===== src/rtl/axis_pkt_tx.sv =====
// -----------------------------------------------------------------------------
// axis_pkt_tx
//
// Packet transmitter. A host fills a byte buffer and then posts
// {start address, length} commands. Each command is replayed as one
// AXI-Stream packet, one byte per beat. After every packet the stream is
// held idle for IFG cycles.
//
// Parameters
//   ADDR_WIDTH  log2 of the packet buffer size in bytes
//   IFG         idle cycles inserted after each packet's final handshake
//   CMD_DEPTH   command queue entries (power of 2, >= 2)
//
// Ports
//   aclk, aresetn        clock (rising edge) and asynchronous active-low reset
//   buf_we/waddr/wdata   buffer byte write port, always accepted
//   cmd_valid/ready      command handshake; ready while the queue has room
//   cmd_addr, cmd_len    packet start address and length in bytes
//   cmd_err              one-cycle pulse when an illegal command is dropped
//   m_axis_*             AXI-Stream byte master (tdata/tvalid/tlast/tready)
//   tx_busy              transmitter is not idle
//   tx_pkt_cnt           count of fully sent packets, wraps at 16 bits
// -----------------------------------------------------------------------------
module axis_pkt_tx #(
    parameter int ADDR_WIDTH = 9,
    parameter int IFG        = 12,
    parameter int CMD_DEPTH  = 4
) (
    input  logic                  aclk,
    input  logic                  aresetn,
    input  logic                  buf_we,
    input  logic [ADDR_WIDTH-1:0] buf_waddr,
    input  logic [7:0]            buf_wdata,
    input  logic                  cmd_valid,
    output logic                  cmd_ready,
    input  logic [ADDR_WIDTH-1:0] cmd_addr,
    input  logic [ADDR_WIDTH:0]   cmd_len,
    output logic                  cmd_err,
    output logic [7:0]            m_axis_tdata,
    output logic                  m_axis_tvalid,
    output logic                  m_axis_tlast,
    input  logic                  m_axis_tready,
    output logic                  tx_busy,
    output logic [15:0]           tx_pkt_cnt
);

    localparam int DEPTH_BYTES = 1 << ADDR_WIDTH;
    localparam int PW          = $clog2(CMD_DEPTH);
    localparam int GW          = $clog2(IFG + 1) + 1;

    localparam logic [ADDR_WIDTH:0] MAX_LEN  = (ADDR_WIDTH+1)'(DEPTH_BYTES);
    localparam logic [ADDR_WIDTH:0] ONE      = (ADDR_WIDTH+1)'(1);
    localparam logic [PW:0]         DEPTH_C  = (PW+1)'(CMD_DEPTH);
    localparam logic [GW-1:0]       GAP_LOAD = (IFG > 0) ? GW'(IFG - 1) : '0;

    typedef enum logic [1:0] {
        IDLE,
        FETCH,
        DATA,
        GAP
    } state_t;

    state_t state;
    state_t state_next;

    // ---------------------------------------------------------------------
    // Packet buffer: simple dual-port RAM with a registered read port.
    // The read register keeps its value while no read is issued, which is
    // what holds tdata stable under backpressure.
    // ---------------------------------------------------------------------
    logic [7:0]            mem [DEPTH_BYTES];
    logic                  ram_re;
    logic [ADDR_WIDTH-1:0] ram_raddr;
    logic [7:0]            rd_data_p1;

    always_ff @(posedge aclk) begin
        if (buf_we) begin
            mem[buf_waddr] <= buf_wdata;
        end
    end

    always_ff @(posedge aclk or negedge aresetn) begin
        if (!aresetn) begin
            rd_data_p1 <= '0;
        end else if (ram_re) begin
            rd_data_p1 <= mem[ram_raddr];
        end
    end

    // ---------------------------------------------------------------------
    // Command queue
    // ---------------------------------------------------------------------
    logic [ADDR_WIDTH-1:0] q_addr [CMD_DEPTH];
    logic [ADDR_WIDTH:0]   q_len  [CMD_DEPTH];
    logic [PW-1:0]         wr_ptr;
    logic [PW-1:0]         rd_ptr;
    logic [PW:0]           q_count;
    logic                  q_empty;
    logic                  cmd_fire;
    logic                  cmd_legal;
    logic                  push;
    logic                  pop;

    // cmd_ready looks only at the pre-pop occupancy, so a full queue never
    // accepts a push even in the cycle it is being popped.
    assign cmd_ready = (q_count < DEPTH_C);
    assign q_empty   = (q_count == '0);
    assign cmd_fire  = cmd_valid && cmd_ready;
    assign cmd_legal = (cmd_len != '0) && (cmd_len <= MAX_LEN);
    assign push      = cmd_fire && cmd_legal;

    always_ff @(posedge aclk) begin
        if (push) begin
            q_addr[wr_ptr] <= cmd_addr;
            q_len[wr_ptr]  <= cmd_len;
        end
    end

    always_ff @(posedge aclk or negedge aresetn) begin
        if (!aresetn) begin
            wr_ptr  <= '0;
            rd_ptr  <= '0;
            q_count <= '0;
            cmd_err <= 1'b0;
        end else begin
            cmd_err <= cmd_fire && !cmd_legal;
            if (push) begin
                wr_ptr <= wr_ptr + 1'b1;
            end
            if (pop) begin
                rd_ptr <= rd_ptr + 1'b1;
            end
            case ({push, pop})
                2'b10:   q_count <= q_count + 1'b1;
                2'b01:   q_count <= q_count - 1'b1;
                default: q_count <= q_count;
            endcase
        end
    end

    // ---------------------------------------------------------------------
    // Transmit FSM
    // ---------------------------------------------------------------------
    logic [ADDR_WIDTH-1:0] rd_addr;
    logic [ADDR_WIDTH:0]   remain;
    logic [GW-1:0]         gap_cnt;
    logic                  beat_done;
    logic                  last_beat;

    assign beat_done = (state == DATA) && m_axis_tready;
    assign last_beat = (remain == ONE);

    always_comb begin
        state_next = state;
        pop        = 1'b0;
        ram_re     = 1'b0;
        ram_raddr  = rd_addr;
        case (state)
            IDLE: begin
                if (!q_empty) begin
                    pop        = 1'b1;
                    state_next = FETCH;
                end
            end
            FETCH: begin
                ram_re     = 1'b1;
                state_next = DATA;
            end
            DATA: begin
                if (m_axis_tready) begin
                    if (last_beat) begin
                        state_next = (IFG > 0) ? GAP : IDLE;
                    end else begin
                        // Prefetch the next byte so it is presented on the
                        // very next cycle; the address wraps at buffer end.
                        ram_re    = 1'b1;
                        ram_raddr = rd_addr + 1'b1;
                    end
                end
            end
            GAP: begin
                if (gap_cnt == '0) begin
                    state_next = IDLE;
                end
            end
            default: state_next = IDLE;
        endcase
    end

    always_ff @(posedge aclk or negedge aresetn) begin
        if (!aresetn) begin
            state      <= IDLE;
            rd_addr    <= '0;
            remain     <= '0;
            gap_cnt    <= '0;
            tx_pkt_cnt <= '0;
        end else begin
            state <= state_next;
            if (pop) begin
                rd_addr <= q_addr[rd_ptr];
                remain  <= q_len[rd_ptr];
            end
            if (beat_done) begin
                if (last_beat) begin
                    tx_pkt_cnt <= tx_pkt_cnt + 1'b1;
                    gap_cnt    <= GAP_LOAD;
                end else begin
                    rd_addr <= rd_addr + 1'b1;
                    remain  <= remain - 1'b1;
                end
            end
            if ((state == GAP) && (gap_cnt != '0)) begin
                gap_cnt <= gap_cnt - 1'b1;
            end
        end
    end

    assign m_axis_tdata  = rd_data_p1;
    assign m_axis_tvalid = (state == DATA);
    assign m_axis_tlast  = (state == DATA) && last_beat;
    assign tx_busy       = (state != IDLE);

endmodule


===== config.mk =====
export PLATFORM = sky130hd
export DESIGN_NAME = axis_pkt_tx
export DESIGN_NICKNAME = d
export VERILOG_FILES = /design/src/rtl/axis_pkt_tx.sv
export SDC_FILE = /design/constraint.sdc
export NUM_CORES = 2
export LEC_CHECK = 0
export CAP_MARGIN = 20
export CORE_ASPECT_RATIO = 0.6
export CORE_MARGIN = 10
export CORE_UTILIZATION = 42
export CTS_CLUSTER_DIAMETER = 60
export DETAILED_ROUTE_END_ITERATION = 12
export GPL_ROUTABILITY_DRIVEN = 0
export SETUP_SLACK_MARGIN = 0.1
export SLEW_MARGIN = 20
export SYNTH_ARGS = -nofsm -noshare
export SYNTH_HDL_FRONTEND = slang
export SYNTH_MEMORY_MAX_BITS = 65536
export SYNTH_SLANG_ARGS = --single-unit
export TNS_END_PERCENT = 5

===== constraint.sdc =====
create_clock -name aclk -period 4.4 [get_ports aclk]
set_clock_uncertainty 0.1 [all_clocks]
set_input_delay 0.88 -clock aclk [delete_from_list [all_inputs] [get_ports aclk]]
set_output_delay 0.88 -clock aclk [all_outputs]
set_load 0.03 [all_outputs]

==> results.json <==
{
  "status": "finished, violations left",
  "failed_checks": "setup timing",
  "total_power_mw": 132.2,
  "rsz0062_at_grt": "true",
  "cpMaxStageDelayCell": "o311ai_0",
  "tightestPinTransition_ns": 1.156,
  "numCtsBuffers": 371,
  "pwr_density_cell_mw_per_mm2": 679.9,
  "dieArea_sq_mm": 0.4140,
  "fin_cells": 17924,
  "die_w_um": 824.0,
  "layout_min_cycle_time_ns": 4.506,
  "path_common_cell": "buf_4",
  "maxCapViolations": 0,
  "avgSynthCellArea_sq_um": 14.29,
  "synth_seq_cells": 4230,
  "grt_pass1_wl_um": 758500,
  "worstSetupPathType": "register to register",
  "crit_family": "compound AO/OA/AOI/OAI gates",
  "fp.dieH_um": 502.4,
  "io_buffer_count": 69,
  "drtAntennaViolNets": 0,
  "core_area_sq_mm": 0.3869,
  "synth_cell_types": 75,
  "fmax_mhz": 221.9,
  "synthAdderAreaFrac": 0.001198,
  "initial_core_util": 0.4211,
  "dp_slack_ns": -1.092,
  "vias": 109813,
  "critPathCaptureType": "register",
  "fin_util": 0.5026,
  "firstDrtPassIters": 9,
  "finalWorstSetupSlack_ns": -0.1056,
  "period_share": 1.024,
  "grt_max_degree": 132,
  "setup_viol": 8,
  "io_pins": 70,
  "overflow": 0,
  "fin_tns_setup_ns": -0.6307,
  "synthXorXnorAreaFrac": 0.001667,
  "relSlewSlack": 0.2265,
  "hold_viol": 0,
  "cts_sinks": 4230,
  "cts_tree": "built",
  "synth_top_family_by_area": "simple AND/OR/NAND/NOR gates",
  "crit_buf_inv": 5,
  "power_leakage_nw": 64.35,
  "htreeDepth": 5,
  "cts-root-buf": "clkbuf_16",
  "finalMaxSlewViolations": 0,
  "rows": 177,
  "synth_area_sq_mm": 0.1629,
  "cpPeakStageDelay_ns": 0.96,
  "drt_iter0_markers": 17907,
  "yosysWarningCount": 0,
  "vias_per_cell": 6.127,
  "synth_ff_type": "edfxtp_1",
  "arrival_ns": 5.28,
  "hold_ws_ns": 0.2979,
  "max-clock-path-buffers": 4,
  "drive_above_1_share": 0.1719,
  "path_max_fanout": 20,
  "worstPathCellList": "inv_2 > ha_4 > or3b_4 > o311a_4 > buf_4 > xnor2_2 > buf_12 > nand2_8 > bufbuf_16 > o311ai_0 > a21oi_1 > nand4_1 > o32ai_2 > buf_4 > a31oi_1",
  "fin_area_sq_mm": 0.1945,
  "clk_pin_slew_ns": 0.07,
  "place_inst": 17166,
  "antenna_found_initial": 29,
  "wl_um": 541800,
  "grt_pass1_vias": 103035,
  "clk_latency_ns": 0.99,
  "synth.area.mux_share": 0.006467,
  "wl_per_cell_um": 30.23,
  "fin_nets": 12479,
  "ys_seq_area_frac": 0.7779,
  "grtUsageTotal": 0.2502,
  "synthCells": 11399,
  "hpwl_um": 352600,
  "area.growth.synth_to_final_pct": 19.37,
  "start_kind": "register",
  "ir_drop_uv": 426.0,
  "synthesis.nets": 11455,
  "synth-simple-area-share": 0.1084,
  "synth_compound_gate_area_share": 0.08357,
  "drcViolationCount": 0,
  "dpl-instance-area_sq_mm": 0.1799,
  "synth_edf_count": 4172,
  "worst_ep_required_time_ns": 5.17,
  "ys_async_sr_fraction": 0.01371,
  "hp-class": "input port to register"
}
## cell families after synthesis
| logic type | count (synthesis) |
|---|---|
| adder cells (fa/ha/maj) | 15 |
| multiplexers | 80 |
| buffers and inverters | 831 |
| XOR/XNOR | 31 |
| AO/OA/AOI/OAI | 2101 |
| flip-flops | 4230 |
| AND/OR/NAND/NOR | 4111 |
## worst reg2reg max path: stages, from the launching register on
cell,delay (ns)
dfrtp_1,0.40
inv_2,0.09
ha_4,0.13
or3b_4,0.43
o311a_4,0.44
buf_4,0.15
xnor2_2,0.23
buf_12,0.21
nand2_8,0.16
bufbuf_16,0.37
o311ai_0,1.00
a21oi_1,0.17
nand4_1,0.16
o32ai_2,0.09
buf_4,0.17
a31oi_1,0.14
## final cells by class
type	instances	area, sq um
Multi-Input combinational cell	6338	34510
Tap cell	5191	6495
Timing Repair Buffer	1461	14780
Clock buffer	461	9812
Fill cell	31778	192400
Inverter	21	78.83
Clock inverter	206	2013
Antenna cell	16	40.04
Sequential cell	4230	126700
## cells in the final DEF (no fill, tap or decap), types with 25 or more instances in the layout
cell,n
o211ai_1,68
nand4_1,70
nor3_1,392
nand3_1,734
dfrtp_1,57
edfxtp_1,4172
o21ai_0,185
buf_12,214
clkbuf_16,391
a21oi_1,272
clkdlybuf4s50_1,59
nor2_1,723
a311oi_1,55
buf_4,1091
clkbuf_1,80
a22oi_1,50
a211oi_1,39
and3_1,126
bufinv_16,34
o2111ai_1,30
buf_6,44
o221ai_1,48
clkinv_2,67
clkinv_1,68
mux2i_1,56
nor3_2,25
nand2_1,1898
o22ai_1,919
a31oi_1,154
## where the power goes
group | switching, mW | internal (mW)
clock network | 15.1 | 17.9
logic | 34.9 | 19.4
registers | 0.385 | 44.5
total | 50.4 | 81.8
## per-layer routing
metal  part of all wire  GRT usage
met5            0.00021          0
met3               0.16    0.09838
met1               0.40     0.3691
met4              0.030    0.06810
met2               0.40     0.3416
## what timing repair did
item / 4_1_cts / 5_1_grt
gates cloned: 6 / 14
endpoints found under the hold margin: 51 / 0
buffers inserted: 35 / 19
hold buffers: 1 / 0
pin swaps: 22 / 59
gates resized for setup: 116 / 205
endpoints found under the setup margin: 9 / 8
## registers in the layout, indices dropped and copies added (netlist names)
register      flops
rd_ptr            2
tx_pkt_cnt       16
m_axis_tdata      8
gap_cnt           5
wr_ptr            2
rd_addr           9
remain           10
q_count           3
q_len            40
state             2
mem            4096
cmd_err           1
q_addr           36
## cell usage after synthesis, types with 10 or more instances
cell type  number  area share
o2111ai_1      37      0.0020
dfrtp_1        58      0.0089
inv_1          20     0.00046
mux2i_1        58      0.0036
o32a_1         10     0.00061
a21oi_1       291      0.0089
a22o_1         10     0.00054
o22ai_1       941       0.036
and2_1         15     0.00058
xnor2_1        24      0.0013
a221oi_1       24      0.0013
o211ai_1       68      0.0031
nor3_1        425       0.013
a31oi_1       162      0.0062
nand2_1      1916       0.044
a22oi_1        52      0.0024
o31ai_1        13     0.00060
nand3_1       746       0.023
ha_1           14      0.0011
o311ai_0       13     0.00070
buf_2         186      0.0057
o311a_1        15     0.00092
nand4_1        70      0.0027
o221ai_1       50      0.0027
clkbuf_1      505       0.012
a2111oi_0      13     0.00070
a311oi_1       65      0.0035
a32oi_1        21      0.0011
a211oi_1       45      0.0021
o21ai_0       203      0.0062
mux4_2         20      0.0028
nor2_1        739       0.017
and3_1        127      0.0049
nor4_1         14     0.00054
buf_1         112      0.0026
or3_1          10     0.00038
edfxtp_1     4172        0.77
## worst paths after layout
path | cells after the start | end | start | slack (ns)
hold / removal | 1 | mem[14][4]$_DFFE_PP_ | buf_wdata[4] | 0.30
min in group asynchronous | 2 | tx_pkt_cnt[15]$_DFFE_PN0P_ | aresetn | 0.51
hold reg to reg | 1 | tx_pkt_cnt[15]$_DFFE_PN0P_ | tx_pkt_cnt[15]$_DFFE_PN0P_ | 0.37
setup / recovery | 15 | m_axis_tdata[1]$_DFFE_PN0P_ | remain[1]$_DFF_PN0_ | -0.11
max in group asynchronous | 2 | rd_addr[0]$_DFF_PN0_ | aresetn | 2.95
setup reg to reg | 15 | m_axis_tdata[1]$_DFFE_PN0P_ | remain[1]$_DFF_PN0_ | -0.11
Power figures use the tool's default switching activity.
